--- src/rtl/mio_bus_bridge.sv ---
// Memory/IO bridge between the multi-cycle CPU control unit and block RAM,
// GPIO/LED register, switch inputs and a free-running cycle counter.
module mio_bus_bridge #(
   parameter int RAM_AW  = 10,
   parameter int RAM_LAT = 2
) (
   input  logic              clk,
   input  logic              reset,
   input  logic              MemRead,
   input  logic              MemWrite,
   input  logic              CPU_MIO,
   input  logic [31:0]       Addr_in,
   input  logic [31:0]       Data_from_cpu,
   output logic [31:0]       Data_to_cpu,
   output logic              MIO_ready,
   output logic [RAM_AW-1:0] ram_addr,
   output logic [31:0]       ram_din,
   output logic              ram_we,
   input  logic [31:0]       ram_dout,
   input  logic [15:0]       sw_in,
   output logic [31:0]       led_out,
   output logic              bus_err
);

   typedef enum logic [1:0] {IDLE, RAM_WAIT, PERIPH, DONE} state_t;

   localparam logic [1:0] P_SW    = 2'd0;  // GPIO offset 0x0: switches / LED write
   localparam logic [1:0] P_LEDRD = 2'd1;  // GPIO offset 0x4: LED readback
   localparam logic [1:0] P_CNT   = 2'd2;
   localparam logic [1:0] P_BAD   = 2'd3;
   localparam logic [2:0] LAT_LAST = 3'(RAM_LAT - 1);

   state_t            state_q;
   logic              wr_q;
   logic [1:0]        psel_q;
   logic [31:0]       wdata_q;
   logic [2:0]        wait_q;
   logic              mio_ready_q;
   logic              ram_we_q;
   logic [RAM_AW-1:0] ram_addr_q;
   logic [31:0]       ram_din_q;
   logic [31:0]       rdata_q;
   logic [31:0]       led_q;
   logic [31:0]       cnt_q;
   logic              err_q;

   logic [1:0]        psel_d;
   logic              is_ram_d;
   logic              req_d;
   logic              unused_addr;

   assign unused_addr = ^Addr_in[1:0];
   assign req_d       = CPU_MIO & (MemRead | MemWrite);
   assign is_ram_d    = (Addr_in[31:28] == 4'h0);

   // Peripheral target is resolved at acceptance so PERIPH only needs psel_q.
   always_comb begin
      psel_d = P_BAD;
      case (Addr_in[31:28])
         4'hE: begin
            if (Addr_in[27:2] == 26'd0)      psel_d = P_SW;
            else if (Addr_in[27:2] == 26'd1) psel_d = P_LEDRD;
         end
         4'hF:    psel_d = P_CNT;
         default: psel_d = P_BAD;
      endcase
   end

   always_ff @(posedge clk) begin
      if (reset) begin
         state_q     <= IDLE;
         wr_q        <= 1'b0;
         psel_q      <= P_BAD;
         wdata_q     <= '0;
         wait_q      <= '0;
         mio_ready_q <= 1'b0;
         ram_we_q    <= 1'b0;
         ram_addr_q  <= '0;
         ram_din_q   <= '0;
         rdata_q     <= '0;
         led_q       <= '0;
         cnt_q       <= '0;
         err_q       <= 1'b0;
      end else begin
         mio_ready_q <= 1'b0;
         ram_we_q    <= 1'b0;
         cnt_q       <= cnt_q + 32'd1;
         case (state_q)
            IDLE: begin
               if (req_d) begin
                  wr_q       <= MemWrite;
                  psel_q     <= psel_d;
                  wdata_q    <= Data_from_cpu;
                  wait_q     <= '0;
                  ram_addr_q <= Addr_in[RAM_AW+1:2];
                  ram_din_q  <= Data_from_cpu;
                  if (MemRead && MemWrite) err_q <= 1'b1;
                  if (is_ram_d) begin
                     // Write strobe lands in the first RAM_WAIT cycle.
                     ram_we_q <= MemWrite;
                     state_q  <= RAM_WAIT;
                  end else begin
                     state_q  <= PERIPH;
                  end
               end
            end
            RAM_WAIT: begin
               if (wr_q) begin
                  state_q     <= DONE;
                  mio_ready_q <= 1'b1;
               end else if (wait_q == LAT_LAST) begin
                  rdata_q     <= ram_dout;
                  state_q     <= DONE;
                  mio_ready_q <= 1'b1;
               end else begin
                  wait_q <= wait_q + 3'd1;
               end
            end
            PERIPH: begin
               state_q     <= DONE;
               mio_ready_q <= 1'b1;
               case (psel_q)
                  P_SW: begin
                     if (wr_q) led_q   <= wdata_q;
                     else      rdata_q <= {16'h0000, sw_in};
                  end
                  P_LEDRD: begin
                     if (!wr_q) rdata_q <= led_q;
                  end
                  P_CNT: begin
                     // Overrides the increment above.
                     if (wr_q) cnt_q   <= wdata_q;
                     else      rdata_q <= cnt_q;
                  end
                  default: begin
                     err_q <= 1'b1;
                     if (!wr_q) rdata_q <= '0;
                  end
               endcase
            end
            DONE:    state_q <= IDLE;
            default: state_q <= IDLE;
         endcase
      end
   end

   assign Data_to_cpu = rdata_q;
   assign MIO_ready   = mio_ready_q;
   assign ram_addr    = ram_addr_q;
   assign ram_din     = ram_din_q;
   assign ram_we      = ram_we_q;
   assign led_out     = led_q;
   assign bus_err     = err_q;

endmodule
--- config.mk ---
export PLATFORM = sky130hd
export DESIGN_NAME = mio_bus_bridge
export DESIGN_NICKNAME = d
export VERILOG_FILES = /design/src/rtl/mio_bus_bridge.sv
export SDC_FILE = /design/constraint.sdc
export NUM_CORES = 1
export LEC_CHECK = 0
export ABC_AREA = 1
export CAP_MARGIN = 25
export CORE_MARGIN = 5
export CORE_UTILIZATION = 47
export DETAILED_ROUTE_END_ITERATION = 10
export PLACE_DENSITY = 0.92
export RECOVER_POWER = 100
export REMOVE_ABC_BUFFERS = 1
export SETUP_SLACK_MARGIN = 0.5
export SLEW_MARGIN = 15
export SYNTH_ARGS = -nofsm -noshare
export SYNTH_HDL_FRONTEND = slang
export SYNTH_SLANG_ARGS = --single-unit
--- constraint.sdc ---
create_clock -name clk -period 2 [get_ports clk]
set_clock_uncertainty 0.05 [all_clocks]
set_input_delay 0.3 -clock clk [delete_from_list [all_inputs] [get_ports clk]]
set_output_delay 0.3 -clock clk [all_outputs]
set_load 0.05 [all_outputs]
After elaboration in Yosys (flattened, before gate mapping)
Index checks and enable logic that the tools add are counted.
{ "totals": {"reg_bits": 149, "wordCells": 82} }
{ "op_classes": {"mux": 30, "n_reduce_logical": 16, "n_bitwise": 5, "n_eq_ne": 17, "addsub": 2} }
{ "op_table": {"columns": ["operator", "count"], "rows": [
  ["$mux W32", 9],
  ["$pmux W32 S3", 1],
  ["$pmux W32 S2", 1],
  ["$add A32 B1 Y32 const B", 1],
  ["$eq A26 B1 Y1 const B", 1],
  ["$logic_not A26 Y1", 1],
  ["$ne A2 B2 Y1 const B", 7],
  ["$mux W2", 6],
  ["$reduce_and A4 Y1", 3],
  ["$mux W3", 3],
  ["$eq A4 B4 Y1 const B", 2],
  ["$pmux W2 S4", 1],
  ["$eq A2 B2 Y1 const B", 3],
  ["$pmux W3 S2", 1],
  ["$reduce_bool A2 Y1", 3],
  ["$mux W1", 5],
  ["$eq A2 B1 Y1 const B", 2],
  ["$logic_not A2 Y1", 2],
  ["$logic_not A4 Y1", 1],
  ["$pmux W1 S2", 2],
  ["$pmux W2 S2", 1],
  ["$reduce_and A2 Y1", 2],
  ["$reduce_or A4 Y1", 1],
  ["$add A3 B1 Y3 const B", 1],
  ["other kinds (8)", 10]
]} }

Longest topological paths before layout
{ "logic_depth": {"ltp_word": 4, "ltp_mapped": 11, "mapped_depth_nobuf": 10} }

Least setup slack after synthesis
OpenSTA, ideal clock, no wires.
{ "synth_path": {"kind": "register -> register", "from": "register state_q[0]", "to": "register rdata_q[31], in the netlist Data_to_cpu[31]", "slack_ns": 0.431, "path_stages_with_launch": 12, "required_time_ns": 1.828, "arrival_ns": 1.398, "synth_period_minus_slack_ns": 1.569, "setup_time_ns": 0.122, "cell_sequence": "dfxtp_1 -> inv_1 -> ha_1 -> buf_4 -> inv_4 -> o21ai_2 -> nand2_2 -> inv_2 -> buf_6 -> buf_6 -> o21ai_1 -> a21oi_1"} }
{ "synth_between": {"elab_chain_len": 3} }
{ "synth_lines": {"columns": ["item", "line_no", "text"], "rows": [
  ["start, declared", "33", "state_t state_q;"],
  ["start signal, assigned", "71", "state_q <= IDLE;"],
  ["start signal, assigned", "101", "state_q <= RAM_WAIT;"],
  ["start signal, assigned", "103", "state_q <= PERIPH;"],
  ["$eq A2 B1 Y1 / $eq A2 B2 Y1 (equally long branches)", "88", "case (state_q)"],
  ["$ne A2 B2 Y1 (no line) / $reduce_bool A2 Y1 (equally long branches)", null, null],
  ["$reduce_and A4 Y1 (no line)", null, null],
  ["end signal, assigned", "112", "rdata_q <= ram_dout;"],
  ["end signal, assigned", "125", "else rdata_q <= {16'h0000, sw_in};"],
  ["end signal, assigned", "128", "if (!wr_q) rdata_q <= led_q;"],
  ["end, declared", "42", "logic [31:0] rdata_q;"]
]} }
Several ways; a longest one is shown, not always the timed one.
A chain may end at the register's enable or synchronous reset.

Final worst setup path
{ "layout_path": {"from": "register state_q[0]", "to": "register cnt_q[1]"} }
{ "layout_between": {"elab_chain_len": 2} }
{ "layout_lines": {"columns": ["item", "line_no", "text"], "rows": [
  ["$eq A2 B2 Y1", "88", null],
  ["$mux W32", "88", null],
  ["end signal, assigned", "87", "cnt_q <= cnt_q + 32'd1;"],
  ["end signal, assigned", "132", "if (wr_q) cnt_q <= wdata_q;"],
  ["end, declared", "44", "logic [31:0] cnt_q;"]
]} }
Every way passes these cells.

==> results.md <==
* Slew margin rel. at 0.506
* Yosys top cell by area: dfxtp_1
* GPL Wtd Cong at 0.958
* Number of synthesized register bits at 149
* Hold Crit Class: input pin to register
* Grt ovf at 0
* Tcrit/Tclk final at 0.909
* Reg power frac at 0.287
* Synthesized cell area at 7160 um2
* Crit path time final at 1.82 ns
* YS warnings at 0
* Core area at 15100 um2
* Area grow syn2layout at 48.1%
* Comb power frac at 0.457
* Cts hold-fix bufs at 0
* GR Util All Layers at 0.286
* Hold slack at 0.404 ns
* # IOs at 226
* Power, Total at 14.1 mW
* Max_cap viols at 0
* Full die area at 17800 um2
* Dominant cells by area after synthesis: dfxtp_1 (42%), o21ai_0 (9.6%), nand2_1 (9.5%)
* Wire length on met2 at 14.5 mm
* Crit end category: register
* Max frequency at 0.550 GHz
* CTS Buffer Depth at 2
* Die height at 133 um
* Worst-Skew Late Latency at 0.43 ns
* I/O Buffers at 223
* Initial core utilization at 0.475
* Synth top cells by count: nand2_1 (182), nor2_1 (153), dfxtp_1 (149)
* Drt total wl at 29.2 mm
* Initial antenna violation count at 0
* Worst setup SP type: register
* H-tree levels at 4
* Die W at 133 um
* Placed cells at 1432
* Peak VDD IR at 0.808 mV
* Worst-Margin Slew at 0.744 ns
* Net Sw Frac at 0.435
* Maximum fanout along the worst path at 6
* DR pass1 iterations at 7
* Post-synth EDFFs at 0
* Slowest stage delay, CP at 0.36 ns
* Final #Nets at 1421
* Async set-reset flop share out of synthesis at 0
* R2R Setup Slk at 0.18 ns
* # clock sinks at 149
* DR DRC count at 0
* CTS Buf Count at 17
* Cells after Synth at 1055
* Vias per cell at 5.66
* Met3 wire len at 3.20 mm
* CP delay by family, top: buffers and inverters
* Via count at 8492
* Routed Antenna Nets at 0
* Switch Pwr at 6.13 mW
* Internal at 7.95 mW
* Sequential-to-total area share from yosys stat at 0.416
* Pin count of the biggest net entering global routing at 76
* Layout fillers at 1174
* Critical path class: register to register
* Avg Cell Area, Syn at 6.79 um2
* Leakage at 4.16 nW
* RSZ-0062 raised after global routing: true
* Most used standard cell by instance count after synthesis: nand2_1
* Worst Path Arrival at 2.10 ns
* Fin. max-slew vios at 0
* Distinct cell type count after synthesis at 31
* First-pass GRT wire length at 40.8 mm
* Outcome: finished clean
* Vias in the first global route at 8118
* WL per Instance at 19.4 um
* Root buf cell: clkbuf_16
* Pwr/cell area at 1330 nW/um2
* Highest routed layer: met4
* HPWL Detailed at 17.3 mm
* Layout cells sized above 1 at 0.154
* 1st-iter DRT viols at 855
* CTS tree: built
* Std cell rows at 45
* Crit-path slowest cell: dfxtp_4
* Top_reg_cell synth: dfxtp_1
* Non-Filler Instances at 1500
* Share of the synthesized area in the top cell type at 0.416
* Crit path required time at 2.29 ns
* Clock Pin Slew Worst Setup and Hold Paths at 0.06 ns
* Wire length on met1 at 10.4 mm
* Power share of the clock group at 0.256
* Buf+Inv Stages, Crit Path at 4
* Final setup violation count at 0
* Worst-path cell chain: inv_4 > ha_4 > nand2_4 > nor2_1 > clkbuf_4 > buf_4 > buf_6 > o21ai_0 > a21oi_1
* Hold Fails Final Rpt at 0
[cells by family after synthesis]
logic type	after synthesis	synth area share
simple gates	400	0.227
compound gates	306	0.228
buf+inv	187	0.110
flops	149	0.416
xor+xnor	7	0.00856
fa+ha+maj	6	0.0105
[flip-flops by register name, summed over array words and instances (netlist names)]
| name | flops |
|---|---|
| MIO_ready | 1 |
| Data_to_cpu | 32 |
| psel_q | 2 |
| ram_din | 32 |
| bus_err | 1 |
| cnt_q | 32 |
| state_q | 2 |
| led_out | 32 |
| wait_q | 3 |
| ram_addr | 10 |
| wr_q | 1 |
| ram_we | 1 |
[final cells by class]
class,count,area [um2],area share
Antenna cell,2,5.00,0.000472
Clock inverter,10,175,0.0165
Sequential cell,149,3010,0.283
Inverter,130,518,0.0488
Multi-Input combinational cell,719,3750,0.353
Tap cell,188,235,0.0222
Timing Repair Buffer,281,2440,0.230
Clock buffer,21,480,0.0453
[worst reg2reg max path: cells and delay by family, from the launching register on]
| kind | cells | cell delay, ns |
|---|---|---|
| adders and majority gates | 1 | 0.20 |
| DFF | 1 | 0.36 |
| and+or+nand+nor | 2 | 0.33 |
| AOI/OAI and AO/OA | 2 | 0.27 |
| buffers and inverters | 4 | 0.51 |
[final timing paths]
kind,start,endpoint,cells past startpoint
max,state_q[0],cnt_q[1],9
min reg2reg,led_out[7],led_out[7],2
min,Data_from_cpu[25],ram_din[25],3
max reg2reg,state_q[0],cnt_q[1],9
[power by group through the flow]
stage                     clock [mW]  combinational [mW]  sequential (mW)
after floorplan                    0                1.47             5.72
after global placement             0                5.30             3.97
after detailed placement           0                5.40             3.99
after CTS                       3.59                5.95             3.97
after global routing            3.73                6.68             4.12
final                           3.60                6.44             4.04
[routing by layer]
| layer | global-route usage | vias to the layer above |
|---|---|---|
| met5 | 0 | - |
| met4 | 0.132 | 0 |
| met3 | 0.0853 | 100 |
| met2 | 0.492 | 506 |
| met1 | 0.326 | 3951 |
| li1 | - | 3935 |
[stage by stage]
stage | setup TNS, ns | util | setup slack, ns | cell area (um2)
CTS | 0 | 0.705 | 0.383 | 10600
global placement | 0 | 0.635 | 0.232 | 9580
finish | 0 | 0.703 | 0.182 | 10600
global route | 0 | 0.703 | 0.121 | 10600
detailed placement | 0 | 0.635 | 0.169 | 9580
floorplan | -69.03 | - | -0.836 | 6870
[what timing repair did]
item,in CTS,in global routing
endpoints found under the setup margin,234,185
pin swaps,4,26
buffers inserted,10,11
gates resized for setup,445,266
gates cloned,8,6
[cells in the final DEF (no fill, tap or decap), types with 16 or more instances in the layout]
| master | n |
|---|---|
| nand2_1 | 180 |
| nor2_1 | 140 |
| dfxtp_1 | 135 |
| inv_1 | 118 |
| o21ai_0 | 117 |
| clkdlybuf4s50_1 | 114 |
| clkbuf_1 | 112 |
| a21oi_1 | 77 |
| nand3_1 | 39 |
| a21oi_2 | 25 |
| o21ai_1 | 23 |
| clkbuf_16 | 22 |
| o21ai_2 | 21 |
| nor2_2 | 16 |
No activity file was read; power rests on OpenSTA's default activity.
